## config.mk

```make
export PLATFORM = sky130hd
export DESIGN_NAME = cla_pipe_adder
export DESIGN_NICKNAME = d
export VERILOG_FILES = /design/src/rtl/cla_pkg.sv /design/src/rtl/cla_group.sv /design/src/rtl/cla_pipe_adder.sv
export SDC_FILE = /design/constraint.sdc
export NUM_CORES = 1
export LEC_CHECK = 0
export CORE_UTILIZATION = 45
export DETAILED_ROUTE_END_ITERATION = 8
export PLACE_DENSITY = 0.71
export SLEW_MARGIN = 20
export SYNTH_ARGS = -nofsm -noshare
export SYNTH_HDL_FRONTEND = slang
export SYNTH_SLANG_ARGS = --single-unit
```

## constraint.sdc

```tcl
create_clock -name clk -period 1.9 [get_ports clk]
set_input_delay 0.38 -clock clk [delete_from_list [all_inputs] [get_ports clk]]
set_output_delay 0.38 -clock clk [all_outputs]
set_load 0.03 [all_outputs]
```

## src/rtl/cla_pkg.sv

```systemverilog
// Shared types and elaboration helpers for the pipelined carry-lookahead adder.
// Holds the per-bit S1 pipeline lane, the group-count helper and the geometry check.
package cla_pkg;

    function automatic int ngroups(input int width, input int group);
        return width / group;
    endfunction

    function automatic bit cfg_ok(input int width, input int group);
        return (group >= 2) && (group <= 8) && (width >= group) && ((width % group) == 0);
    endfunction

    // One lane of the S1 pipeline word; the word is an array of these plus the carry-in.
    typedef struct packed {
        logic half_sum;
        logic g;
        logic p;
    } s1_bit_t;

endpackage

```

## src/rtl/cla_group.sv

```systemverilog
// GROUP-bit first-level lookahead: group generate/propagate and flattened internal carries.
// Purely combinational; no backpressure.
// G/P and carries sit in separate processes so G/P never depends on i_c.
module cla_group #(
    parameter int GROUP = 4
) (
    input  logic [GROUP-1:0] i_g,
    input  logic [GROUP-1:0] i_p,
    input  logic             i_c,
    output logic             o_g,
    output logic             o_p,
    output logic [GROUP-1:0] o_c
);

    always_comb begin : p_gp
        logic v_prod;
        v_prod = 1'b0;
        o_g    = 1'b0;
        for (int j = 0; j < GROUP; j++) begin
            v_prod = i_g[j];
            for (int m = j + 1; m < GROUP; m++) begin
                v_prod = v_prod & i_p[m];
            end
            o_g = o_g | v_prod;
        end
        o_p = &i_p;
    end

    // o_c[i] is the carry into bit i, written as a sum of products (no ripple).
    always_comb begin : p_carry
        logic v_term;
        v_term = 1'b0;
        o_c    = '0;
        for (int i = 0; i < GROUP; i++) begin
            v_term = i_c;
            for (int m = 0; m < i; m++) begin
                v_term = v_term & i_p[m];
            end
            o_c[i] = v_term;
            for (int j = 0; j < i; j++) begin
                v_term = i_g[j];
                for (int m = j + 1; m < i; m++) begin
                    v_term = v_term & i_p[m];
                end
                o_c[i] = o_c[i] | v_term;
            end
        end
    end

endmodule

```

## src/rtl/cla_pipe_adder.sv

```systemverilog
// Two-stage pipelined carry-lookahead adder with exposed group carries; CLA_OVF_EN adds ovf.
// Latency 2 clk edges from accept to out_valid, 1 result/cycle.
// Backpressure: out_ready stalls S2 and S1; in_ready = !s1_vld | !s2_vld | out_ready.
module cla_pipe_adder
    import cla_pkg::*;
#(
    parameter int WIDTH = 16,
    parameter int GROUP = 4
) (
    input  logic                   clk,
    input  logic                   rst_n,
    input  logic                   in_valid,
    output logic                   in_ready,
    input  logic [WIDTH-1:0]       a,
    input  logic [WIDTH-1:0]       b,
    input  logic                   cin,
    output logic                   out_valid,
    input  logic                   out_ready,
    output logic [WIDTH-1:0]       sum,
    output logic [WIDTH/GROUP-1:0] carries,
    output logic                   cout
`ifdef CLA_OVF_EN
    ,
    output logic                   ovf
`endif
);

    localparam int NG = ngroups(WIDTH, GROUP);

    if (!cfg_ok(WIDTH, GROUP)) begin : g_bad_cfg
        $error("cla_pipe_adder: WIDTH must be a multiple of GROUP and GROUP must be 2..8");
    end

    s1_bit_t [WIDTH-1:0] w_in_word;
    s1_bit_t [WIDTH-1:0] r_s1_dat;
    logic                r_s1_cin;
    logic                r_s1_vld;
    logic                r_s2_vld;
    logic [WIDTH-1:0]    r_sum;
    logic [NG-1:0]       r_carries;
    logic                r_cout;
`ifdef CLA_OVF_EN
    logic                r_ovf;
`endif

    logic                w_s1_load;
    logic                w_s2_load;
    logic [WIDTH-1:0]    w_g;
    logic [WIDTH-1:0]    w_p;
    logic [WIDTH-1:0]    w_hs;
    logic [NG-1:0]       w_grp_g;
    logic [NG-1:0]       w_grp_p;
    logic [NG:0]         w_c_grp;
    logic [WIDTH-1:0]    w_cvec;
    logic [WIDTH-1:0]    w_sum;

    assign w_s2_load = !r_s2_vld || out_ready;
    assign w_s1_load = !r_s1_vld || w_s2_load;
    assign in_ready  = !r_s1_vld || !r_s2_vld || out_ready;

    always_comb begin
        w_in_word = '0;
        for (int i = 0; i < WIDTH; i++) begin
            w_in_word[i].half_sum = a[i] ^ b[i];
            w_in_word[i].g        = a[i] & b[i];
            w_in_word[i].p        = a[i] | b[i];
        end
    end

    always_comb begin
        w_g  = '0;
        w_p  = '0;
        w_hs = '0;
        for (int i = 0; i < WIDTH; i++) begin
            w_g[i]  = r_s1_dat[i].g;
            w_p[i]  = r_s1_dat[i].p;
            w_hs[i] = r_s1_dat[i].half_sum;
        end
    end

    for (genvar k = 0; k < NG; k++) begin : g_grp
        cla_group #(
            .GROUP (GROUP)
        ) u_grp (
            .i_g (w_g[k*GROUP +: GROUP]),
            .i_p (w_p[k*GROUP +: GROUP]),
            .i_c (w_c_grp[k]),
            .o_g (w_grp_g[k]),
            .o_p (w_grp_p[k]),
            .o_c (w_cvec[k*GROUP +: GROUP])
        );
    end

    // Second-level lookahead: every C[k] built directly from group G/P and cin.
    always_comb begin : p_level2
        logic v_prod;
        logic v_or;
        v_prod     = 1'b0;
        v_or       = 1'b0;
        w_c_grp    = '0;
        w_c_grp[0] = r_s1_cin;
        for (int k = 1; k <= NG; k++) begin
            v_or = r_s1_cin;
            for (int j = 0; j < k; j++) begin
                v_or = v_or & w_grp_p[j];
            end
            for (int j = 0; j < k; j++) begin
                v_prod = w_grp_g[j];
                for (int m = j + 1; m < k; m++) begin
                    v_prod = v_prod & w_grp_p[m];
                end
                v_or = v_or | v_prod;
            end
            w_c_grp[k] = v_or;
        end
    end

    assign w_sum = w_hs ^ w_cvec;

    always_ff @(posedge clk or negedge rst_n) begin
        if (!rst_n) begin
            r_s1_vld <= 1'b0;
            r_s1_cin <= 1'b0;
            r_s1_dat <= '0;
        end else if (w_s1_load) begin
            r_s1_vld <= in_valid;
            if (in_valid) begin
                r_s1_dat <= w_in_word;
                r_s1_cin <= cin;
            end
        end
    end

    always_ff @(posedge clk or negedge rst_n) begin
        if (!rst_n) begin
            r_s2_vld  <= 1'b0;
            r_sum     <= '0;
            r_carries <= '0;
            r_cout    <= 1'b0;
`ifdef CLA_OVF_EN
            r_ovf     <= 1'b0;
`endif
        end else if (w_s2_load) begin
            r_s2_vld <= r_s1_vld;
            if (r_s1_vld) begin
                r_sum     <= w_sum;
                r_carries <= w_c_grp[NG:1];
                r_cout    <= w_c_grp[NG];
`ifdef CLA_OVF_EN
                r_ovf     <= w_c_grp[NG] ^ w_cvec[WIDTH-1];
`endif
            end
        end
    end

    assign out_valid = r_s2_vld;
    assign sum       = r_sum;
    assign carries   = r_carries;
    assign cout      = r_cout;
`ifdef CLA_OVF_EN
    assign ovf       = r_ovf;
`endif

endmodule
```

# Word level (Yosys, flattened, before mapping)
# Cells that the tools add are included.
classes:
  n_reduce_logical: 12
  bitwise: 141
op_table:
  columns: ["cell", "count"]
  rows:
  - ["1-bit AND", 62]
  - ["1-bit bitwise OR", 62]
  - ["4-bit AND reduction", 4]
  - ["1-bit XOR", 16]
  - ["16-bit XOR", 1]
  - ["1-bit logical OR", 4]
  - ["2-bit AND reduction", 2]
  - ["1-bit zero test", 2]
word_totals:
  regBits: 72
  in_bits: 37
  out_inout_bits: 23
  word_cells: 207

# Longest topological paths before layout
depth:
  word_depth: 18
  ltp_mapped: 7

# Modules after synthesis
# A second synthesis with hierarchy kept.
hier_totals:
  hier_cells: 318
  hier_area_um2: 3669.8
modules_own_cells:
  columns: ["module", "instances", "area_per_inst_um2", "seq_area_each_um2", "cells_per_inst"]
  rows:
  - ["cla_pipe_adder", 1, 3404.5, 1776.7, 278]
  - ["cla_group", 4, 66.3, 0.0, 10]

# Least setup slack after synthesis
# OpenSTA, ideal clock, no wires.
synth_timing:
  path_type: "register to register"
  start: "register r_s2_vld (netlist: out_valid)"
  end: "register r_s1_dat[13] (netlist bit)"
  stages_incl_launch_ff: 6
  required_ps: 1775
  arrival_time_ps: 1951
  setup_slack_ps: -176
  setup_ps: 125
  path_buffers: 2
  cell_sequence: "dfrtp_1 -> nand3b_1 -> nand2_1 -> clkbuf_1 -> buf_2 -> mux2_2"
synth_between:
  elab_chain_cells: 4
synth_rtl:
  columns: ["element", "line", "source"]
  rows:
  - ["start: declaration", "cla_pipe_adder.sv:38", "logic r_s2_vld;"]
  - ["start signal: assignment", "cla_pipe_adder.sv:144", "r_s2_vld <= r_s1_vld;"]
  - ["1-bit zero test", "cla_pipe_adder.sv:57", "assign w_s2_load = !r_s2_vld || out_ready;"]
  - ["1-bit logical OR", "cla_pipe_adder.sv:57", null]
  - ["1-bit logical OR", "cla_pipe_adder.sv:58", "assign w_s1_load = !r_s1_vld || w_s2_load;"]
  - ["2-bit AND reduction (no source line)", null, null]
  - ["end signal: assignment", "cla_pipe_adder.sv:128", "r_s1_dat <= w_in_word;"]
  - ["end: declaration", "cla_pipe_adder.sv:35", "s1_bit_t [WIDTH-1:0] r_s1_dat;"]
# No other way between the ends.
# A chain may end at the register's enable or synchronous reset.

# Final worst setup path
layout_timing:
  start: "register r_s1_dat[18] (netlist bit)"
  end: "register r_carries[3] (netlist: carries[3])"
layout_between:
  elab_chain_cells: 10
layout_rtl:
  columns: ["element", "line", "source"]
  rows:
  - ["1-bit AND (2 in a row)", "cla_group.sv:22", "v_prod = v_prod & i_p[m];"]
  - ["1-bit bitwise OR (3 in a row)", "cla_group.sv:24", "o_g = o_g | v_prod;"]
  - ["1-bit AND (2 in a row)", "cla_pipe_adder.sv:110", "v_prod = v_prod & w_grp_p[m];"]
  - ["1-bit bitwise OR * (3 in a row)", "cla_pipe_adder.sv:112", "v_or = v_or | v_prod;"]
  - ["end signal: assignment", "cla_pipe_adder.sv:147", "r_carries <= w_c_grp[NG:1];"]
  - ["end: declaration", "cla_pipe_adder.sv:40", "logic [NG-1:0] r_carries;"]
# Every way passes the cells marked *; elsewhere a longest branch is shown, timed or not.

==> run summary <==
CTS sink count - 71
Critical path required time - 2.13 ns
Max-slew headroom - 74.9%
YS warnings - 0
Status - complete, no violations
Seq/Total Area, Yosys - 49.5%
Synth cell types - 41
Clock transition at the registers of the reported paths - 0.07 ns
Tcrit/Tclk final - 97.9%
Synth Area per Inst - 10.8 µm²
Slowest CP cell - dfrtp_1
Minimum clock period - 1.86 ns
Tot GR Track Use - 17.9%
Final Util - 59.5%
Fmax achieved - 537 MHz
Slowest stage delay, CP - 0.43 ns
DRT iter0 DRCs - 130
FP Rows - 32
Layout cell share with drive strength beyond 1 - 18.6%
H-tree Lvls - 3
Fin. Hold Viols - 0
Fin. max-slew vios - 0
Worst Path Arrival - 2.10 ns
Top delay family on crit path - compound AO/OA/AOI/OAI gates
Static Leak - 2.21 nW
Setup violators final - 0
Final net count - 472
Vias/cell - 4.98
Cell count after synthesis - 333
Post-route setup TNS - 0 ns
WL final - 6.74 mm
Final Skew - 0.00639 ns
Ant diodes - 0
Reg2Reg Setup Slack - 0.04 ns
RSZ-0062 raised after global routing - yes
Largest net degree at the start of global routing - 72
Net Count, Synth - 402
Starting density of the core - 46.5%
EDFF count, synth - 0
CP startpoint kind - register
Worst path bufs/invs - 0
CP endpoint kind - register
Crit-path cells - and4_1, a221o_2, o31ai_4, o21ai_2, a31o_1
Crit-path max FO - 7
Max-cap violation count - 0
Hold crit path type - in2async
Fin area - 4600 µm²
HPWL Detailed - 4.96 mm
Worst VDD drop - 0.528 mV
Die ar. - 8340 µm²
Ports - 60
CTS tree - yes
Clock Latency Late Sink - 0.34 ns
DRC viols - 0
Layout area overhead - 28.0%
Global-route wire length before repair - 11.6 mm
GR Overflow Total - 0
Routed via count - 2,538
Synth Flop Type - dfrtp_1
Cell Area, Synth - 3590 µm²
Routed Antenna Nets - 0
CTS max path bufs - 2
Die Span X - 91.3 µm
Number of buffers created by CTS - 9
CTS root buf - clkbuf_8
Antenna violations before repair - 0
Ys async rst share - 100%
Die H - 91.3 µm
Routability congestion estimate - 0.836
Power density over the cells - 1050 nW/µm²
Hold WS - 0.0600 ns
TritonRoute pass-1 iters - 4
Detailed-route wire length per cell - 13.2 µm
Worst-Margin Slew - 0.377 ns
Yosys reg bits - 71
Post-place instance area - 4390 µm²
Number of global-route vias before repair - 2,550
Input/output buffers - 59
Area of the core - 7730 µm²
Crit Path Category - reg2reg
[routing by layer]
metal	vias up	global-route usage, %	wire (µm)
li1	1262	-	-
met3	11	3.27	242
met2	50	28.5	3190
met4	0	8.60	136
met1	1215	23.7	3170
met5	-	0	0
[cells by family (layout without fill, tap and decap cells)]
logic type | after synthesis | count (layout) | share of synthesized area [%]
flops | 71 | 71 | 49.5
simple gates | 68 | 68 | 8.46
compound gates | 65 | 65 | 12.0
buf+inv | 53 | 128 | 5.82
mux | 34 | 34 | 10.7
fa+ha+maj | 32 | 32 | 11.1
xor+xnor | 10 | 10 | 2.44
[placed cells by master (no fill, tap or decap), drive strengths merged]
| cell type | instances |
|---|---|
| or4 | 2 |
| and2 | 1 |
| a2111o | 1 |
| ha | 32 |
| and3 | 2 |
| o21ai | 31 |
| o21a | 1 |
| clkdlybuf4s50 | 57 |
| a31oi | 1 |
| clkinv | 2 |
| a31o | 1 |
| o31ai | 4 |
| nor3 | 3 |
| nand2 | 41 |
| nand3b | 1 |
| o311ai | 1 |
| buf | 16 |
| a211oi | 1 |
| bufinv | 1 |
| a21boi | 1 |
| nand3 | 4 |
| a21o | 4 |
| nand2b | 3 |
| mux2 | 34 |
| o211ai | 2 |
| xnor2 | 4 |
| dfrtp | 71 |
| inv | 39 |
| nor2 | 8 |
| and4 | 2 |
| a221o | 1 |
| a21oi | 12 |
| xor2 | 6 |
| nor3b | 1 |
| a211o | 2 |
| clkbuf | 13 |
| o2111ai | 2 |
[synthesized netlist by cell type (all sizes together) (3+ instances only)]
library cell | count | area share [%]
clkbuf | 9 | 0.94
xnor2 | 4 | 0.98
buf | 5 | 0.80
nand2 | 41 | 4.3
mux2 | 34 | 11
nor2 | 8 | 0.84
inv | 39 | 4.1
o31ai | 4 | 1.4
a21o | 4 | 0.84
dfrtp | 71 | 49
nor3 | 3 | 0.42
o21ai | 31 | 4.5
a21oi | 12 | 2.0
xor2 | 6 | 1.5
nand2b | 3 | 0.52
ha | 32 | 11
nand3 | 4 | 0.56
[final cells by class]
cell class	instances	area, µm²
tap	102	128
clock buffer	13	169
clock inverter	3	40.0
sequential	71	1780
timing repair buffer	73	726
fill	631	3130
inverter	39	146
multi-input combinational	209	1610
[through the flow]
stage                     cells  setup slack (ns)  power (mW)
after global placement      494            0.0554        3.57
after detailed placement    494           -0.0109        3.61
final                       510            0.0391        4.82
after CTS                   510           0.00465        4.87
after floorplan             333            0.0541        2.95
after global routing        510           -0.0760        5.09
[path summary, 6_finish.rpt]
kind,from,endpoint,depth (start not counted)
worst max-delay path,r_s1_dat[18]$_DFFE_PN0P_,carries[3]$_DFFE_PN0P_,5
worst min register to register,sum[0]$_DFFE_PN0P_,sum[0]$_DFFE_PN0P_,2
min in group clk,sum[0]$_DFFE_PN0P_,sum[0]$_DFFE_PN0P_,2
worst min-delay path,rst_n,r_s1_dat[45]$_DFFE_PN0P_,2
worst max register to register,r_s1_dat[18]$_DFFE_PN0P_,carries[3]$_DFFE_PN0P_,5
max in group asynchronous,rst_n,r_s1_dat[25]$_DFFE_PN0P_,2
[registers in the layout, summed over array words and instances, names as in the netlist]
register,cells
r_s1_dat,48
sum,16
carries,4
out_valid,1
r_s1_cin,1
r_s1_vld,1
[report_power, final]
part | internal (mW) | switching, mW
combinational | 0.715 | 0.795
sequential | 1.82 | 0.226
clock | 0.711 | 0.546
total | 3.25 | 1.57
[timing repair]
item	CTS	global route
pin swaps	1	5
setup endpoints to repair	1	6
gates resized for setup	0	1
hold buffers	0	0
setup buffers	0	0
Power figures use the tool's default switching activity.
